[config.mk]
export PLATFORM = sky130hd
export DESIGN_NAME = hilo_ctrl
export DESIGN_NICKNAME = d
export VERILOG_FILES = /design/src/rtl/hilo_ctrl.sv
export SDC_FILE = /design/constraint.sdc
export NUM_CORES = 1
export LEC_CHECK = 0
export CORE_MARGIN = 2
export CORE_UTILIZATION = 45
export CTS_BUF_LIST = sky130_fd_sc_hd__clkbuf_8
export DETAILED_ROUTE_END_ITERATION = 10
export PLACE_DENSITY = 0.87
export SLEW_MARGIN = 20
export SYNTH_ARGS = -nofsm -noshare
export SYNTH_HDL_FRONTEND = slang
export SYNTH_SLANG_ARGS = --single-unit
[constraint.sdc]
create_clock -name Clk -period 4.7 [get_ports Clk]
set_clock_uncertainty 0.2 [all_clocks]
set_input_delay 0.94 -clock Clk [delete_from_list [all_inputs] [get_ports Clk]]
set_output_delay 0.94 -clock Clk [all_outputs]
set_load 0.05 [all_outputs]
[src/rtl/hilo_ctrl.sv]
// HI/LO sequencer: starts the multi-cycle multiply/divide unit, stalls the CPU while
// it runs, commits the result into HI/LO and reports divide-by-zero and timeout.
module hilo_ctrl #(
  parameter int TIMEOUT_CYCLES = 40
) (
  input  logic        Clk,
  input  logic        Reset,
  input  logic        OpStart,
  input  logic        OpSel,
  input  logic        MoveHi,
  input  logic        MoveLo,
  input  logic [31:0] MoveData,
  output logic        MultStart,
  input  logic        MultFim,
  input  logic [31:0] MultHi,
  input  logic [31:0] MultLo,
  output logic        DivStart,
  input  logic        DivFim,
  input  logic        DivisaoPorZero,
  input  logic [31:0] DivHi,
  input  logic [31:0] DivLo,
  output logic [31:0] Hi,
  output logic [31:0] Lo,
  output logic        Ocupado,
  output logic        Fim,
  output logic        ExcecaoDivZero,
  output logic        Erro
);

  localparam int CW = $clog2(TIMEOUT_CYCLES + 1);

  typedef enum logic [1:0] {
    IDLE,
    RUN,
    DRAIN
  } state_t;

  state_t      state, state_next;
  logic        op_div, op_div_next;
  logic [CW-1:0] cycle_count, cycle_count_next;
  logic [31:0] hi_next, lo_next;
  logic        busy_next;
  logic        mult_start_next, div_start_next;
  logic        fim_next, div_zero_next, erro_next;

  logic        unit_fim;
  logic [31:0] unit_hi, unit_lo;

  assign unit_fim = op_div ? DivFim : MultFim;
  assign unit_hi  = op_div ? DivHi  : MultHi;
  assign unit_lo  = op_div ? DivLo  : MultLo;

  // Every output is registered from its next value, so nothing from the units
  // reaches the outputs combinationally.
  always_ff @(posedge Clk or negedge Reset) begin
    if (!Reset) begin
      state          <= IDLE;
      op_div         <= 1'b0;
      cycle_count    <= '0;
      Hi             <= '0;
      Lo             <= '0;
      Ocupado        <= 1'b0;
      MultStart      <= 1'b0;
      DivStart       <= 1'b0;
      Fim            <= 1'b0;
      ExcecaoDivZero <= 1'b0;
      Erro           <= 1'b0;
    end else begin
      state          <= state_next;
      op_div         <= op_div_next;
      cycle_count    <= cycle_count_next;
      Hi             <= hi_next;
      Lo             <= lo_next;
      Ocupado        <= busy_next;
      MultStart      <= mult_start_next;
      DivStart       <= div_start_next;
      Fim            <= fim_next;
      ExcecaoDivZero <= div_zero_next;
      Erro           <= erro_next;
    end
  end

  always_comb begin
    state_next       = state;
    op_div_next      = op_div;
    cycle_count_next = cycle_count;
    hi_next          = Hi;
    lo_next          = Lo;
    busy_next        = 1'b0;
    mult_start_next  = 1'b0;
    div_start_next   = 1'b0;
    fim_next         = 1'b0;
    div_zero_next    = 1'b0;
    erro_next        = 1'b0;

    case (state)
      IDLE: begin
        if (OpStart) begin
          op_div_next      = OpSel;
          cycle_count_next = '0;
          state_next       = RUN;
          busy_next        = 1'b1;
          mult_start_next  = ~OpSel;
          div_start_next   = OpSel;
        end else begin
          if (MoveHi) hi_next = MoveData;
          if (MoveLo) lo_next = MoveData;
        end
      end

      RUN: begin
        busy_next        = 1'b1;
        mult_start_next  = ~op_div;
        div_start_next   = op_div;
        cycle_count_next = cycle_count + CW'(1);
        if (unit_fim) begin
          state_next = DRAIN;
          fim_next   = 1'b1;
          if (op_div && DivisaoPorZero) begin
            div_zero_next = 1'b1;
          end else begin
            hi_next = unit_hi;
            lo_next = unit_lo;
          end
        end else if (cycle_count == CW'(TIMEOUT_CYCLES)) begin
          state_next = DRAIN;
          fim_next   = 1'b1;
          erro_next  = 1'b1;
        end
      end

      // Start and Ocupado were held high into this cycle by the RUN branch so the
      // unit sees Start through the cycle after its Fim; both drop on the next edge.
      DRAIN: begin
        state_next = IDLE;
      end

      default: begin
        state_next = IDLE;
      end
    endcase
  end

endmodule

==> results.tsv, run 1 <==
metric	value	unit
status	finished clean	
port bufs	238	
number of global-route vias before repair	4056	
Comb pwr share	66.7	%
Main synth FF type	dfrtp_1	
DR iter-0 viols	85	
post-synthesis compound-gate area fraction	2.270	%
post-route clock period utilization	65.16	%
post-layout min period	3.062	ns
cell-internal power	0.002913	W
XOR/XNOR Fraction of Synth Area	0	%
Clk pwr share	9.3	%
Synth top area share	41.23	%
CTS tree	yes	
Finished Cell Area	0.007457	mm^2
post-synthesis sequential area ratio	41.23	%
Final nets	746	
Die H	107.2	um
max incr delay on CP	0.79	ns
Simple-Gate Fraction of Synth Area	3.158	%
Setup Buffers After CTS	0	
# setup viols final	0	
kind of critical path	in2reg	
Fin Setup TNS	0	ns
Avg Cell Area, Syn	13.90	um^2
GPL Wtd Cong	0.8063	
row count	37	
Post-Syn Area	0.004795	mm^2
Post-CTS Hold Fix Bufs	0	
adder-cell share of the synthesized area	0.5219	%
Die W	107.2	um
DIE AREA	0.01150	mm^2
max frequency	326.5	MHz
antenna violations before repair	0	
CP Data Arrival Time	3.09	ns
Synth warnings	0	
Distinct cells, synth	31	
startpoint types	primary input	
net switching power	0.002385	W
CP max-delay cell	o211ai_4	
Ant. Diodes	0	
DRC	0	
total number of vias	3707	
ys async rst share	100.0	%
CP Cell Sequence	clkdlybuf4s50_1, nand4b_1, o211ai_4, buf_12, mux2_2	
pin count of the biggest net entering global routing	80	
GRT overflow	0	
dpl hpwl	10580	um
Commonest cells post-synth	mux2_2, dfrtp_1, mux2_4	
Slew Viols, Final	0	
pwr dens	710.5	mW/mm^2
CTS Buffer Depth	2	
Area after DPL	0.007263	mm^2
kind of end point of the critical path	flip-flop	
post-DR vias/cell	5.177	
sequential power share	24.0	%
slew of the pin with the lowest slew margin	0.9356	ns
Global Route Usage Sum	23.68	%
clk_lat worst skew	0.33	ns
Net Sw Frac	45.01	%
cell taking the most area after synthesis	dfrtp_1	
Data required, critical path	4.72	ns
first-pass GRT wire length	20900	um
final antenna-violating net count	0	
Mapped Nets	516	
Clk pin slew, worst setup/hold paths	0.07	ns
Critical Path Fanout Max	18	
RSZ-0062 raised after global routing	false	
HP Class	reg2reg	
post-cts sizing count	0	
LEAKAGE	3.034	nW
I/O pins	239	
Routed WL	13610	um
most numerous cell in the Yosys netlist	mux2_2	
Synth-to-Final Area Change	55.53	%
Detailed Routing Iterations Pass 1	4	
Starting Density	46.44	%
share of cells above drive strength 1	34.66	%
synth top area cells	dfrtp_1, mux2_2, mux2_4	
main combinational cell family by area after synthesis	multiplexers	
core area	0.01032	mm^2
Max VDD drop	0.0004642	V
CTS Buf Count	9	
mux cell area share after synthesis	48.88	%
H-tree depth	3	
CTS root buffer	clkbuf_8	
Post-synth EDFFs	0	
WL/cell	19.00	um
max-cap violations	0	
Fin. Hold Viols	0	
Sink Count	79	
Slew headroom	37.49	%
synthesized flop and latch total	79	
Mapped Cells	345	
## path summary, 6_finish.rpt
| check | to | cells after the start | slack (ns) | from |
|---|---|---|---|---|
| min reg2reg | Lo[31] | 1 | 0.29 | Lo[31] |
| max reg2reg | Hi[31] | 4 | 1.71 | op_div |
| max in group asynchronous | op_div | 1 | 3.34 | Reset |
| min in group asynchronous | Lo[6] | 1 | 0.40 | Reset |
| max | Hi[31] | 5 | 1.64 | DivFim |
| min | Lo[31] | 1 | 0.29 | Lo[31] |
## critical path, delay by kind of cell
family	cells	cell delay, ns
compound gates	1	0.79
buf+inv	2	0.75
mux	1	0.35
simple gates	1	0.24
## routing by layer
metal	share of wire [%]	track usage [%]	wire length [um]	vias up
met2	51	42.81	6907	151
met1	38	26.06	5106	1806
met4	2.6	7.792	347	0
met5	0	0	0	-
met3	9.1	7.660	1244	27
li1	-	-	-	1723
## area by class of cell
type | count | area [um^2]
Fill cell | 706 | 2867
Multi-Input combinational cell | 238 | 2654
Timing Repair Buffer | 242 | 2446
Sequential cell | 79 | 1978
Tap cell | 136 | 170.2
Clock buffer | 10 | 137.6
Clock inverter | 6 | 52.55
Inverter | 5 | 18.77
## power by group through the flow
stage | sequential, W | combinational, W | clock, W
floorplan | 0.00225 | 0.00152 | 0
finish | 0.00127 | 0.00353 | 0.000493
detailed placement | 0.00128 | 0.00356 | 0
CTS | 0.00127 | 0.00356 | 0.000506
global route | 0.00132 | 0.00369 | 0.000538
global placement | 0.00126 | 0.00346 | 0
## registers in the layout, indices dropped and copies added (netlist names)
| name | cells |
|---|---|
| MultStart | 1 |
| Lo | 32 |
| state | 2 |
| Hi | 32 |
| Erro | 1 |
| Fim | 1 |
| Ocupado | 1 |
| cycle_count | 6 |
| op_div | 1 |
| ExcecaoDivZero | 1 |
| DivStart | 1 |
## logic make-up after synthesis
family / after synthesis
simple gates: 26
compound gates: 16
flops: 79
mux: 194
buf+inv: 28
fa+ha+maj: 2
## per-stage QoR
| step | worst slack [ns] | hold slack (ns) | utilization (%) | instances | power (W) |
|---|---|---|---|---|---|
| floorplan | 2.240 | 0.2457 | - | 345 | 0.003767 |
| global placement | 1.243 | 0.2671 | 70.09 | 699 | 0.004716 |
| detailed placement | 1.268 | 0.2748 | 70.36 | 700 | 0.004837 |
| CTS | 1.648 | 0.2924 | 72.20 | 716 | 0.005341 |
| global route | 1.551 | 0.3182 | 72.23 | 716 | 0.005548 |
| finish | 1.638 | 0.2900 | 72.23 | 716 | 0.005298 |
## placed cells by master (no fill, tap or decap)
| cell type | n |
|---|---|
| buf_16 | 1 |
| dfrtp_2 | 1 |
| nand4bb_1 | 1 |
| nand2_1 | 8 |
| or2_2 | 1 |
| inv_1 | 7 |
| o22ai_1 | 1 |
| nor3_1 | 1 |
| buf_6 | 1 |
| nor2_1 | 2 |
| mux2_4 | 43 |
| o31ai_1 | 1 |
| or3_1 | 1 |
| ha_1 | 2 |
| bufinv_16 | 1 |
| a31oi_1 | 3 |
| mux2i_1 | 2 |
| o211ai_4 | 2 |
| mux2_2 | 133 |
| o21bai_1 | 1 |
| or3b_2 | 1 |
| o21ai_0 | 5 |
| buf_12 | 1 |
| a21oi_1 | 2 |
| nand3_1 | 2 |
| nand4_1 | 1 |
| nor2b_4 | 1 |
| dfrtp_1 | 78 |
| o311ai_0 | 1 |
| buf_4 | 2 |
| nand4b_1 | 1 |
| clkinv_2 | 3 |
| nand2b_1 | 4 |
| clkdlybuf4s50_1 | 237 |
| clkbuf_8 | 10 |
| mux2_1 | 16 |
| or4b_1 | 2 |
Power figures use the tool's default switching activity.
==> inputs of run 2 (changes only) <==
--- a/config.mk
+++ b/config.mk
@@ -6,10 +6,10 @@
 export NUM_CORES = 1
 export LEC_CHECK = 0
 export CORE_MARGIN = 2
-export CORE_UTILIZATION = 45
+export CORE_UTILIZATION = 42
 export CTS_BUF_LIST = sky130_fd_sc_hd__clkbuf_8
 export DETAILED_ROUTE_END_ITERATION = 10
-export PLACE_DENSITY = 0.87
+export PLACE_DENSITY = 0.82
 export SLEW_MARGIN = 20
 export SYNTH_ARGS = -nofsm -noshare
 export SYNTH_HDL_FRONTEND = slang
==> constraint.sdc (replaced) <==
create_clock -name Clk -period 3.1 [get_ports Clk]
set_clock_uncertainty 0.2 [all_clocks]
set_input_delay 0.62 -clock Clk [delete_from_list [all_inputs] [get_ports Clk]]
set_output_delay 0.62 -clock Clk [all_outputs]
set_load 0.05 [all_outputs]
==> run 2 against run 1 <==
  * Register-to-register slack lost 0.81 ns
  * Final cell count grew 1.7%
  * Setup slack lost 1.0 ns
  * Critical path type unchanged
  * First-iteration DRC count grew 3.5%
  * Power grew 53%
  * Clock power grew 67%
  * Utilization shrank 5.3 points
  * Wire length shrank 8.3%
  * Count of clock-buffer cells in the layout shrank 1
==> results.tsv, run 2 (synthesized netlist as in run 1, its figures left out) <==
metric	value	unit	change
CTS tree	yes		unchanged
utilization after layout	66.89	%	was 72.23%
Final nets	751		was 746
# setup viols final	0		unchanged
post-route clock period utilization	80.41	%	
row count	39		was 37
Max VDD drop	0.0008555	V	was 0.0004642 V
post-DR vias/cell	5.015		was 5.177
Die W	110.8	um	was 107.2 um
first-pass GRT wire length	20570	um	was 20900 um
CTS Buffer Depth	2		unchanged
Data required, critical path	3.12	ns	was 4.72 ns
Setup Buffers After CTS	0		unchanged
WL/cell	17.15	um	was 19.00 um
pwr dens	1074	mW/mm^2	was 710.5 mW/mm^2
max-cap violations	0		unchanged
port bufs	238		unchanged
Die H	110.8	um	was 107.2 um
final antenna-violating net count	0		unchanged
H-tree depth	3		unchanged
DR iter-0 viols	88		was 85
CTS Buf Count	9		unchanged
max incr delay on CP	0.60	ns	was 0.79 ns
fillers	863		was 706
DRC	0		unchanged
kind of end point of the critical path	flip-flop		unchanged
CP Data Arrival Time	2.51	ns	was 3.09 ns
status	finished clean		unchanged
Critical Path Fanout Max	12		was 18
core area	0.01127	mm^2	was 0.01032 mm^2
startpoint types	primary input		unchanged
Starting Density	42.54	%	was 46.44%
Slew Viols, Final	0		unchanged
post-cts sizing count	0		unchanged
DIE AREA	0.01229	mm^2	was 0.01150 mm^2
Fin Setup TNS	0	ns	unchanged
total number of vias	3651		was 3707
max frequency	401.2	MHz	
share of cells above drive strength 1	35.38	%	was 34.66%
pin count of the biggest net entering global routing	80		unchanged
antenna violations before repair	0		unchanged
slew of the pin with the lowest slew margin	0.5529	ns	was 0.9356 ns
CTS root buffer	clkbuf_8		unchanged
Slew headroom	62.96	%	was 37.49%
Largest regs	Hi x32, Lo x32, cycle_count x6		unchanged
CP Cell Sequence	clkdlybuf4s50_1, or4b_1, o211ai_4, buf_12, mux2_2		was clkdlybuf4s50_1, nand4b_1, o211ai_4, buf_12, mux2_2
kind of critical path	in2reg		unchanged
LEAKAGE	3.060	nW	was 3.034 nW
dpl hpwl	9659	um	was 10580 um
Hold WS	0.03715	ns	was 0.2900 ns
Routed WL	12480	um	was 13610 um
RSZ-0062 raised after global routing	false		unchanged
Synth-to-Final Area Change	57.25	%	was 55.53%
GRT overflow	0		unchanged
commonest non-fill, non-tap cell in the layout	clkdlybuf4s50_1		unchanged
GPL Wtd Cong	0.8419		was 0.8063
Detailed Routing Iterations Pass 1	4		unchanged
I/O pins	239		unchanged
post-layout min period	2.493	ns	
Fin. Hold Viols	0		unchanged
Placed Cells	711		was 700
Post-CTS Hold Fix Bufs	0		unchanged
HP Class	in2async		was reg2reg
Global Route Usage Sum	20.67	%	was 23.68%
Ant. Diodes	0		unchanged
Clk pin slew, worst setup/hold paths	0.09	ns	was 0.07 ns
fin cells	728		was 716
number of global-route vias before repair	4134		was 4056
clk_lat worst skew	0.34	ns	was 0.33 ns
Sink Count	79		unchanged
CP max-delay cell	or4b_1		was o211ai_4
most frequent cells in the layout	clkdlybuf4s50_1, mux2_2, dfrtp_1, mux2_4, mux2_1		unchanged
[run 2: changes by cell type in the layout (fill, tap and decap cells not counted), sizes merged]
cell      before  now
clkinv         3    2
inv            7    6
bufinv         1    2
clkbuf        10    9
clkinvlp       0    2
buf            5   10
[run 2: cell type report]
class	count	area, um^2	share of cell area, %
inverters	5	18.77	0.2489
clock buffers	9	123.9	1.643
flip-flops and latches	79	1978	26.24
multi-input cells	238	2654	35.20
repair buffers	247	2497	33.12
clock inverters	7	88.84	1.178
well taps	143	178.9	2.373
[run 2: worst max-delay path: cells and delay by family]
kind | cells | cell delay (ns)
buf+inv | 2 | 0.69
compound gates | 1 | 0.27
simple gates | 1 | 0.60
mux | 1 | 0.33
[run 2: final timing paths]
kind | startpoint | to | slack, ns | cells past startpoint
max in group asynchronous | Reset | Lo[3] | 2.06 | 2
min in group Clk | Lo[31] | Lo[31] | 0.29 | 1
max reg2reg | state[0] | Hi[26] | 0.90 | 4
min | Reset | Lo[25] | 0.04 | 1
min reg2reg | Lo[31] | Lo[31] | 0.29 | 1
max | OpStart | Hi[26] | 0.61 | 5
[run 2: report_power, final]
group | switching, W | internal (W) | total [W]
Combinational | 0.00290 | 0.00252 | 0.00543
Sequential | 0.000308 | 0.00154 | 0.00185
Clock | 0.000373 | 0.000448 | 0.000821
Total | 0.00359 | 0.00451 | 0.00809
[run 2: routing by layer]
metal | up-vias | routed length, um | track usage (%)
li1 | 1731 | - | -
met1 | 1771 | 5030 | 24.62
met2 | 134 | 6436 | 37.14
met3 | 15 | 822 | 4.975
met4 | 0 | 192 | 5.833
met5 | - | 0 | 0
[run 2: per-stage QoR]
| stage | setup slack, ns | instance area, um^2 | total power [W] |
|---|---|---|---|
| after floorplan | 0.9598 | 4795 | 0.005711 |
| after global placement | 0.2929 | 7307 | 0.007212 |
| after detailed placement | 0.2459 | 7307 | 0.007328 |
| after CTS | 0.6141 | 7520 | 0.008181 |
| after global routing | 0.6046 | 7540 | 0.008509 |
| final | 0.6073 | 7540 | 0.008094 |
